$ cat config.mk
export PLATFORM = sky130hd
export DESIGN_NAME = m_cache_refill_controller
export DESIGN_NICKNAME = d
export VERILOG_FILES = /design/src/rtl/m_cache_pkg.sv /design/src/rtl/m_sat_counter.sv /design/src/rtl/m_cache_refill_controller.sv
export SDC_FILE = /design/constraint.sdc
export NUM_CORES = 1
export LEC_CHECK = 0
export CAP_MARGIN = 0
export CORE_ASPECT_RATIO = 1.25
export CORE_MARGIN = 2
export CORE_UTILIZATION = 45
export DETAILED_ROUTE_END_ITERATION = 10
export DONT_BUFFER_PORTS = 1
export GPL_TIMING_DRIVEN = 0
export PLACE_DENSITY_LB_ADDON = 0.1
export SYNTH_ARGS = -nofsm -noshare
export SYNTH_HDL_FRONTEND = slang
export SYNTH_SLANG_ARGS = --single-unit
$ cat constraint.sdc
create_clock -name w_clock -period 13.8 [get_ports w_clock]
set_input_delay 2.07 -clock w_clock [delete_from_list [all_inputs] [get_ports w_clock]]
set_output_delay 2.07 -clock w_clock [all_outputs]
set_load 0.05 [all_outputs]
$ cat src/rtl/m_cache_pkg.sv
// rtl/m_cache_pkg.sv - shared cache geometry, refill FSM encoding and line packing
package m_cache_pkg;

  localparam int ADDR_W = 32;
  localparam int TAG_W  = 24;
  localparam int IDX_W  = 5;
  localparam int WORD_W = 32;
  localparam int LINE_W = 1 + TAG_W + 2 * WORD_W;
  localparam int DEPTH  = 2 ** IDX_W;
  localparam int OFF_W  = ADDR_W - TAG_W - IDX_W;
  localparam int LADR_W = ADDR_W - OFF_W;
  localparam int CNT_W  = 16;

  // Byte offsets of the two words of a line within main memory.
  localparam logic [OFF_W-1:0] OFF_D2 = OFF_W'(0);
  localparam logic [OFF_W-1:0] OFF_D1 = OFF_W'(4);

  typedef enum logic [2:0] {
    ST_IDLE   = 3'd0,
    ST_FETCH0 = 3'd1,
    ST_FETCH1 = 3'd2,
    ST_WRITE  = 3'd3,
    ST_FLUSH  = 3'd4
  } state_e;

  // Valid line layout {v, tag, d1, d2} as stored by the cache array.
  function automatic logic [LINE_W-1:0] pack_line(input logic [TAG_W-1:0]  tag,
                                                  input logic [WORD_W-1:0] d1,
                                                  input logic [WORD_W-1:0] d2);
    return {1'b1, tag, d1, d2};
  endfunction

endpackage

$ cat src/rtl/m_sat_counter.sv
// rtl/m_sat_counter.sv - saturating up-counter with asynchronous active-high reset
module m_sat_counter #(
  parameter int            W       = 16,
  parameter logic [W-1:0]  RST_VAL = '0
) (
  input  logic         clk_i,
  input  logic         rst_i,
  input  logic         inc_i,
  output logic [W-1:0] count_o
);

  logic [W-1:0] count_q;
  logic [W-1:0] count_d;

  // Step by one on inc_i, but stick at all-ones instead of wrapping.
  always_comb begin
    count_d = count_q;
    if (inc_i && (count_q != {W{1'b1}})) begin
      count_d = count_q + {{(W-1){1'b0}}, 1'b1};
    end
  end

  // Count register.
  always_ff @(posedge clk_i or posedge rst_i) begin
    if (rst_i) begin
      count_q <= RST_VAL;
    end else begin
      count_q <= count_d;
    end
  end

  assign count_o = count_q;

endmodule

$ cat src/rtl/m_cache_refill_controller.sv
// rtl/m_cache_refill_controller.sv - miss refill and flush sweep engine for the direct-mapped two-word cache
module m_cache_refill_controller
  import m_cache_pkg::*;
#(
  parameter logic [CNT_W-1:0] MISS_CNT_RST = '0  // reset value of w_miss_count
) (
  input  logic              w_clock,
  input  logic              w_reset,
  input  logic              w_req,
  input  logic [ADDR_W-1:0] w_address,
  input  logic              w_hit,
  input  logic              w_flush,
  output logic              w_stall,
  output logic              w_mem_req,
  output logic [ADDR_W-1:0] w_mem_addr,
  input  logic              w_mem_ack,
  input  logic [WORD_W-1:0] w_mem_rdata,
  output logic [IDX_W-1:0]  w_wa,
  output logic              w_we,
  output logic [LINE_W-1:0] w_wd,
  output logic [CNT_W-1:0]  w_miss_count
);

  state_e              state_q, state_d;
  logic [LADR_W-1:0]   line_q, line_d;       // missing line address, A[31:3]
  logic [WORD_W-1:0]   d1_q, d1_d;
  logic [WORD_W-1:0]   d2_q, d2_d;
  logic [IDX_W-1:0]    flush_idx_q, flush_idx_d;
  logic                mem_req_q, mem_req_d;
  logic [ADDR_W-1:0]   mem_addr_q, mem_addr_d;
  logic                miss_start;
  logic                ack_ok;

  // Byte offset of the requester address is irrelevant: whole lines are refilled.
  logic unused_addr_off;
  assign unused_addr_off = ^w_address[OFF_W-1:0];

  // An ack only counts while a request is actually outstanding.
  assign ack_ok = w_mem_ack & mem_req_q;

  // Next state, capture and memory request registers; flush beats a miss in IDLE.
  always_comb begin
    state_d     = state_q;
    line_d      = line_q;
    d1_d        = d1_q;
    d2_d        = d2_q;
    flush_idx_d = flush_idx_q;
    mem_req_d   = mem_req_q;
    mem_addr_d  = mem_addr_q;
    miss_start  = 1'b0;
    case (state_q)
      ST_IDLE: begin
        if (w_flush) begin
          state_d     = ST_FLUSH;
          flush_idx_d = '0;
        end else if (w_req && !w_hit) begin
          miss_start = 1'b1;
          line_d     = w_address[ADDR_W-1:OFF_W];
          mem_req_d  = 1'b1;
          mem_addr_d = {w_address[ADDR_W-1:OFF_W], OFF_D2};
          state_d    = ST_FETCH0;
        end
      end
      ST_FETCH0: begin
        if (ack_ok) begin
          d2_d       = w_mem_rdata;
          mem_addr_d = {line_q, OFF_D1};
          state_d    = ST_FETCH1;
        end
      end
      ST_FETCH1: begin
        if (ack_ok) begin
          d1_d      = w_mem_rdata;
          mem_req_d = 1'b0;
          state_d   = ST_WRITE;
        end
      end
      ST_WRITE: begin
        state_d = ST_IDLE;
      end
      ST_FLUSH: begin
        flush_idx_d = flush_idx_q + {{(IDX_W-1){1'b0}}, 1'b1};
        if (flush_idx_q == IDX_W'(DEPTH - 1)) begin
          state_d = ST_IDLE;
        end
      end
      default: begin
        state_d   = ST_IDLE;
        mem_req_d = 1'b0;
      end
    endcase
  end

  // State and datapath registers; reset abandons any refill or sweep in flight.
  always_ff @(posedge w_clock or posedge w_reset) begin
    if (w_reset) begin
      state_q     <= ST_IDLE;
      line_q      <= '0;
      d1_q        <= '0;
      d2_q        <= '0;
      flush_idx_q <= '0;
      mem_req_q   <= 1'b0;
      mem_addr_q  <= '0;
    end else begin
      state_q     <= state_d;
      line_q      <= line_d;
      d1_q        <= d1_d;
      d2_q        <= d2_d;
      flush_idx_q <= flush_idx_d;
      mem_req_q   <= mem_req_d;
      mem_addr_q  <= mem_addr_d;
    end
  end

  // Cache write port: install the fetched line or clear one entry per sweep cycle.
  always_comb begin
    w_we = 1'b0;
    w_wa = '0;
    w_wd = '0;
    case (state_q)
      ST_WRITE: begin
        w_we = 1'b1;
        w_wa = line_q[IDX_W-1:0];
        w_wd = pack_line(line_q[LADR_W-1:IDX_W], d1_q, d2_q);
      end
      ST_FLUSH: begin
        w_we = 1'b1;
        w_wa = flush_idx_q;
      end
      default: begin
        w_we = 1'b0;
      end
    endcase
  end

  assign w_stall    = (state_q != ST_IDLE) | w_flush | (w_req & ~w_hit);
  assign w_mem_req  = mem_req_q;
  assign w_mem_addr = mem_addr_q;

  m_sat_counter #(
    .W       (CNT_W),
    .RST_VAL (MISS_CNT_RST)
  ) u_miss_cnt (
    .clk_i   (w_clock),
    .rst_i   (w_reset),
    .inc_i   (miss_start),
    .count_o (w_miss_count)
  );

endmodule
==> flow_summary.toml, run 1 <==
[detailed_routing]
drt-total-wl_um = 15900
via_count = 4382
routedWlPerCell_um = 19.0
drt-initial-drc-count = 203
avgViaCountPerCell = 5.22
drc = 0
ant_nets = 0
dr.pass1.iters = 4

[grt]
grt_pass1_wl_um = 25300
grt_antenna_before_repair = 0
grt_max_degree = 78
first_global_vias = 4707
track_usage = 0.200
grt_remaining_overflow = 0

[final_layout]
drive_gt1_frac = 0.249
diodes = 0
fin_cells = 839
final_util = 0.519
nets = 695
syn2layout_area_growth_pct = 12.5
final_area_um2 = 7830

[logic_synthesis]
synthXorXnorAreaFrac = 0.0176
ys_seq_area_frac = 0.533
synth-compound-area-share = 0.0239
synth_top_area_share = 0.533
synth_top_family_by_area = "multiplexers"
ys_types = 43
yosysWarnings = 0
synth_area_um2 = 6950
synthAdderAreaFrac = 0.00540
synth_ff_type = "dfrtp_1"
synthSimpleGateAreaFrac = 0.195
synth_cells = 601
ys_ff_latch = 148
synth_top_area_cell = "dfrtp_1"
synthTopCellsByCount = "dfrtp_1, nand2_1, mux2_2, and2_1"
avgSynthCellArea_um2 = 11.6
muxShareOfSynthArea = 0.196
synth-edff-count = 0
yosysMostFrequentCell = "dfrtp_1"
synthTopCellsByArea = "dfrtp_1, mux2_2, and2_1"
synthArstFlopShare = 1.00

[clock_network]
htree_levels = 4
cts.sinks = 148
clk_path_buf_depth = 2
holdBufCountCts = 0
clkTransAtPathRegs_ps = 60
cts_tree = "built"
insertion_delay_ps = 410
cts_root_buf = "clkbuf_16"
post_cts_buffers = 0
numCtsBuffers = 17
post_cts_resized = 0

[sta]
slew_viol_final = 0
slew_headroom = 0.301
fin_setup_tns_ps = 0
fin_ws_ps = 8830
worst_pin_slew_ps = 1040
finalSetupViolCount = 0
hold_viol = 0
clock.fmax_mhz = 201
rsz0062_at_grt = "no"
min_period_over_period = 0.360
skew_ps = 6.29
hold_slack_ps = 465
period_needed_ps = 4970

[worst_setup_path]
start_kind = "flip-flop"
arrival_ps = 2900
crit_type = "flip-flop to output port"
r2r_slack_ps = 11390
cp_max_fo = 10
end_kind = "output port"
crit_start = "state_q[1]"
rr_startpoint = "w_mem_req"
rr_worst_depth = 4
r2r-end = "d1_q[8]"
critPathRequiredTime_ps = 11730

[die]
dieArea_um2 = 16500
start_util = 0.461
rows = 50
ioPinCount = 215
dieWidth_um = 115
coreArea_um2 = 15100
die_h_um = 143

[pwr]
power.density_nw_per_um2 = 183
report.power.total_mw = 1.43
peakVddDrop_mv = 0.109
p_leak_nw = 3.76

[job]
cap_violations = 0

[placement]
pre_cts_ws_ps = 8940
place.gp.congestion = 0.758
port-buffer-count = 0
dp.cells = 811
dp_hpwl_um = 11700
detailed_place.area_um2 = 7250

[min_path]
hold_path_class = "flip-flop to flip-flop"
whs_endpoint = "d2_q[11]"
min_from = "d2_q[11]"
hold_depth = 2

[outcome]
status = "finished clean"
-- report_power, final --
part | switching (mW) | total, mW | internal, mW | leakage, nW
clock network | 0.165 | 0.452 | 0.286 | 0.280
registers | 0.252 | 0.792 | 0.540 | 1.96
logic | 0.0946 | 0.186 | 0.0913 | 1.52
-- flip-flops by register name, summed over array words and instances (netlist names) --
| name | flops |
|---|---|
| d1_q | 32 |
| u_miss_cnt.count_o | 16 |
| state_q | 3 |
| w_mem_addr | 30 |
| flush_idx_q | 5 |
| d2_q | 32 |
| line_q | 29 |
| w_mem_req | 1 |
-- routing by layer --
metal | vias to the layer above | GRT usage | routed length, um
met2 | 152 | 0.342 | 8100
met5 | - | 0 | 0
met3 | 15 | 0.0802 | 1420
li1 | 2045 | - | -
met1 | 2170 | 0.228 | 6170
met4 | 0 | 0.0621 | 244
-- critical path, cell delays in order, from the launching register on --
cell and delay, ps:
dfrtp_1 420, buf_2 240, nand2_1 90, nor2_1 240
clkbuf_1 820, nand2_1 110, o21ai_1 570
-- layout make-up --
| class | count | area (um2) |
|---|---|---|
| Inverter | 5 | 23.8 |
| Tap cell | 208 | 260 |
| Multi-Input combinational cell | 411 | 3050 |
| Buffer | 38 | 184 |
| Fill cell | 1379 | 7250 |
| Sequential cell | 148 | 3700 |
| Clock buffer | 24 | 502 |
| Clock inverter | 4 | 72.6 |
| Timing Repair Buffer | 1 | 27.5 |
-- how the worst max path moves through the flow --
| stage | to | slack [ps] |
|---|---|---|
| 3_5_place_dp | w_stall | 8940 |
| 6_report | w_wa[2] | 8830 |
| 3_3_place_gp | d2_q[3] | 6170 |
| 5_1_grt | w_wa[2] | 8590 |
| 4_1_cts | w_wa[2] | 8760 |
| 2_1_floorplan | d1_q[0] | 7750 |
-- layout by cell type (no fill, tap or decap), types with 8 or more instances in the layout --
master and instances:
mux2_1 22, clkbuf_16 17, nand2_1 107, a22o_1 8
buf_2 9, mux2_2 99, clkbuf_1 24, xor2_1 12
nand3_1 10, dfrtp_1 148, and2_1 88
-- cell families after synthesis --
logic type / Yosys count
mux: 121
fa+ha+maj: 3
simple gates: 247
other cells: 1
xor+xnor: 14
buf+inv: 43
compound gates: 24
flops: 148
No activity file was read; power rests on OpenSTA's default activity.
==> run 2, diff against run 1 <==
ABC_AREA = 1   (was unset)
clock period = 4.62 ns   (was 13.8 ns; I/O delays follow)
==> run 2 against run 1 <==
  * Final cell count is 43% higher
  * Critical endpoint is now w_wd[63]
  * Count of clock-buffer cells in the layout is 3 lower
  * Flip-flop and latch count stayed put
  * Clock power grew to 3.3 times the previous value
  * Global-route usage is 1.7 points higher
  * Synthesized cell count is 59% higher
  * Utilization is 0.22 points higher
  * Critical path type unchanged
  * Clock skew is 1.6 ps higher
  * Register-to-register slack worse by 9000 ps
==> flow_summary.toml, run 2 <==
[die]
ioPinCount = 215
dieWidth_um = 116
coreArea_um2 = 15500
dieArea_um2 = 16800
rows = 51
start_util = 0.458
die_h_um = 144

[logic_synthesis]
ys_ff_latch = 148
synth-edff-count = 0
yosysWarnings = 0
ys_types = 25
synthArstFlopShare = 1.00
synth_top_area_share = 0.522
synth_cells = 953
synthTopCellsByCount = "nand2_1, inv_1, dfrtp_1, o21ai_0, nor2_1"
ys_seq_area_frac = 0.522
synthTopCellsByArea = "dfrtp_1, nand2_1, o21ai_0"
synth_top_area_cell = "dfrtp_1"
synth_ff_type = "dfrtp_1"
avgSynthCellArea_um2 = 7.45
synth_area_um2 = 7100
yosysMostFrequentCell = "nand2_1"

[final_layout]
syn2layout_area_growth_pct = 13.9
mostFrequentLayoutCell = "nand2_1"
layout_common_cells = "nand2_1, inv_1, dfrtp_1"
nets = 1050
drive_gt1_frac = 0.0687
nFillCells = 1578
diodes = 0

[placement]
place.gp.congestion = 0.800
port-buffer-count = 0
dp_hpwl_um = 13000

[detailed_routing]
drt-total-wl_um = 17900
drt-initial-drc-count = 349
avgViaCountPerCell = 4.83
drc = 0
dr.pass1.iters = 4
ant_nets = 0
via_count = 5800
routedWlPerCell_um = 14.9

[worst_setup_path]
cp_top_family = "simple AND/OR/NAND/NOR gates"
crit_path_max_incr_delay_ps = 850
critPathRequiredTime_ps = 3930
crit_chain = "inv_2, nand3_1, buf_2, buf_1, nor2_1"
arrival_ps = 2590
end_kind = "output port"
crit_type = "flip-flop to output port"
cp_max_fo = 10
cp_slowest_cell = "nor2_1"
start_kind = "flip-flop"
cp_num_buf_inv = 3

[outcome]
status = "finished clean"

[clock_network]
cts_tree = "built"
holdBufCountCts = 0
post_cts_resized = 0
post_cts_buffers = 0
clkTransAtPathRegs_ps = 60
htree_levels = 4
cts_root_buf = "clkbuf_16"
clk_path_buf_depth = 2
insertion_delay_ps = 420
cts.sinks = 148
numCtsBuffers = 17

[pwr]
seq_power_share = 0.482
swShare = 0.420
report.power.total_mw = 5.56
p_leak_nw = 3.96
clkPwrFrac = 0.269
p_int_mw = 3.23
power.density_nw_per_um2 = 689
pwr-share-comb = 0.249
peakVddDrop_mv = 0.346
p_sw_mw = 2.34

[sta]
min_period_over_period = 0.712
period_needed_ps = 3290
slew_headroom = 0.221
clock.fmax_mhz = 304
rsz0062_at_grt = "no"
worst_pin_slew_ps = 1190
fin_setup_tns_ps = 0
skew_ps = 7.90
slew_viol_final = 0
hold_viol = 0
finalSetupViolCount = 0

[grt]
grt_antenna_before_repair = 0
grt_max_degree = 34
grt_pass1_wl_um = 28500
first_global_vias = 5604
grt_remaining_overflow = 0
track_usage = 0.217

[job]
cap_violations = 0

[min_path]
hold_path_class = "input port to async pin"
-- run 2: metal layers --
layer | global-route usage | share of wire | routed length [um] | vias to the layer above
li1 | - | - | - | 2923
met1 | 0.273 | 0.43 | 7740 | 2702
met2 | 0.353 | 0.48 | 8550 | 158
met3 | 0.0712 | 0.076 | 1360 | 17
met4 | 0.0708 | 0.016 | 279 | 0
met5 | 0 | 0 | 0 | -
-- run 2: layout make-up --
| type | instances | area, um2 | area share |
|---|---|---|---|
| Tap cell | 212 | 265 | 0.0328 |
| Clock inverter | 11 | 173 | 0.0214 |
| Sequential cell | 148 | 3700 | 0.458 |
| Buffer | 46 | 226 | 0.0280 |
| Timing Repair Buffer | 4 | 80.1 | 0.00991 |
| Multi-Input combinational cell | 599 | 2560 | 0.317 |
| Clock buffer | 21 | 460 | 0.0570 |
| Inverter | 161 | 608 | 0.0752 |
-- run 2: through the flow --
stage / instances / utilization / area (um2) / setup slack, ps / hold WS [ps]
after CTS: 1202 / 0.521 / 8080 / 1290 / 243
final: 1202 / 0.521 / 8080 / 1330 / 243
after floorplan: 954 / - / 7100 / 2060 / 453
after global placement: 1166 / 0.475 / 7370 / 1120 / 466
after global routing: 1202 / 0.521 / 8080 / 1220 / 274
after detailed placement: 1170 / 0.480 / 7450 / 1750 / 473
-- run 2: final timing paths --
check | slack (ps) | cells after the start | endpoint | start
worst max-delay path | 1330 | 5 | w_wd[63] | state_q[2]
worst min-delay path | 240 | 1 | d2_q[6] | w_reset
worst max register to register | 2440 | 8 | u_miss_cnt.count_o[11] | u_miss_cnt.count_o[0]
worst min register to register | 480 | 2 | d2_q[19] | d2_q[19]
max in group asynchronous | 3330 | 4 | w_mem_addr[14] | w_reset
min in group w_clock | 400 | 2 | line_q[23] | w_address[26]
-- run 2: power groups by stage --
stage	logic (mW)	registers (mW)	clock network [mW]
after floorplan	1.13	2.62	0
after global placement	1.37	2.69	0
after detailed placement	1.40	2.70	0
after CTS	1.41	2.69	1.53
after global routing	1.63	2.76	1.58
final	1.39	2.68	1.50
-- run 2: logic make-up (layout without fill, tap and decap cells) --
family	after synthesis	count (layout)	share of synthesized area
compound gates	145	145	0.103
xor+xnor	7	7	0.00864
fa+ha+maj	3	3	0.00529
buf+inv	207	243	0.117
flops	148	148	0.522
other cells	1	2	0.000528
simple gates	442	442	0.243
-- run 2: worst reg2reg max path, delay by kind of cell, from the launching register on --
kind / cells / cell delay, ps
adder cells (fa/ha/maj): 1 / 290
buffers and inverters: 1 / 240
flip-flops: 1 / 700
AND/OR/NAND/NOR: 6 / 900
==> run 3, diff against run 2 <==
ABC_AREA = 0   (was 1)
clock period = 3.45 ns   (was 4.62 ns; I/O delays follow)
==> run 3 against run 2 <==
  * Combinational power shrank 47%
  * Sequential power grew 18%
  * First-iteration DRC count shrank 53%
  * Non-clock buffer count shrank 7
  * Clock power grew 23%
  * Register-to-register slack lost 1400 ps
  * Highest routed layer unchanged
==> flow_summary.toml, run 3 (same netlist as run 1, synthesis figures left out) <==
[outcome]
status = "finished clean"

[grt]
grt_pass1_wl_um = 25400
first_global_vias = 4793
grt_max_degree = 40
track_usage = 0.204
grt_remaining_overflow = 0
grt_antenna_before_repair = 0

[clock_network]
clkTransAtPathRegs_ps = 60
post_cts_buffers = 0
cts_root_buf = "clkbuf_16"
insertion_delay_ps = 410
cts_tree = "built"
htree_levels = 4
numCtsBuffers = 17
clk_path_buf_depth = 2
cts.sinks = 148

[die]
start_util = 0.461
die_h_um = 143
ioPinCount = 215
coreArea_um2 = 15100
dieWidth_um = 115
dieArea_um2 = 16500
rows = 50

[worst_setup_path]
cp_max_fo = 10
arrival_ps = 2630
start_kind = "flip-flop"
crit_path_max_incr_delay_ps = 530
cp_slowest_cell = "and2_1"
end_kind = "output port"
crit_type = "flip-flop to output port"
crit_chain = "buf_2, nand2_1, nor2_1, clkbuf_2, clkbuf_1, and2_1"
critPathRequiredTime_ps = 2930

[min_path]
hold_path_class = "input port to flip-flop"

[detailed_routing]
avgViaCountPerCell = 5.28
via_count = 4476
drt-initial-drc-count = 164
drt-total-wl_um = 16100
drc = 0
dr.pass1.iters = 4
ant_nets = 0
routedWlPerCell_um = 19.0

[sta]
slew_headroom = 0.314
clock.fmax_mhz = 317
skew_ps = 5.45
min_period_over_period = 0.913
finalSetupViolCount = 0
rsz0062_at_grt = "no"
hold_slack_ps = 208
slew_viol_final = 0
hold_viol = 0
period_needed_ps = 3150
worst_pin_slew_ps = 1020
fin_setup_tns_ps = 0

[job]
cap_violations = 0

[placement]
port-buffer-count = 0
dp_hpwl_um = 11900
detailed_place.area_um2 = 7300
place.gp.congestion = 0.758

[pwr]
report.power.total_mw = 5.76
power.density_nw_per_um2 = 728
peakVddDrop_mv = 0.412
p_leak_nw = 3.81

[final_layout]
drive_gt1_frac = 0.275
syn2layout_area_growth_pct = 13.9
nets = 699
mostFrequentLayoutCell = "dfrtp_1"
final_area_um2 = 7920
layout_common_cells = "dfrtp_1, nand2_1, mux2_2"
diodes = 0
==> run 3: layout make-up <==
type	count	area [um2]
Buffer	38	186
Clock buffer	19	433
Clock inverter	13	158
Fill cell	1361	7160
Inverter	5	22.5
Multi-Input combinational cell	411	3060
Sequential cell	148	3700
Tap cell	208	260
Timing Repair Buffer	5	90.1
==> run 3: power breakdown <==
| part | total (mW) | switching (mW) | leakage, nW | internal, mW |
|---|---|---|---|---|
| clock network | 1.85 | 0.713 | 0.291 | 1.14 |
| logic | 0.742 | 0.373 | 1.56 | 0.370 |
| registers | 3.17 | 1.01 | 1.96 | 2.16 |
==> run 3: metrics by stage <==
step	setup slack (ps)	instances	util
CTS	5.33	847	0.525
detailed placement	387	814	0.484
floorplan	887	602	-
global route	69.3	847	0.525
finish	300	847	0.525
global placement	270	810	0.479
==> run 3: critical path, delay by kind of cell (launching register included) <==
kind | cells | cell delay (ps)
buf+inv | 3 | 930
simple gates | 3 | 850
flops | 1 | 430
==> run 3: worst paths after layout <==
path                                        from               endpoint  slack, ps  cells after the start
min in group asynchronous                w_reset             line_q[15]        590                      2
hold reg to reg                         d2_q[30]               d2_q[30]        460                      2
setup / recovery                      state_q[1]               w_wd[79]        300                      6
max in group asynchronous                w_reset               d1_q[11]       2100                      4
setup reg to reg           u_miss_cnt.count_o[0]  u_miss_cnt.count_o[2]       1010                      6
hold / removal                   w_mem_rdata[22]               d2_q[22]        210                      2
==> run 3: layer usage <==
layer	wire length, um	global-route usage
met5	0	0
met3	1490	0.0845
met1	6150	0.229
met4	181	0.0615
met2	8270	0.352
==> run 3: what timing repair did <==
action	in CTS	in global routing
gates resized for setup	11	2
hold buffers	1	0
pin swaps	0	0
cloned	0	0
endpoints found under the hold margin	14	0
setup endpoints to repair	11	56
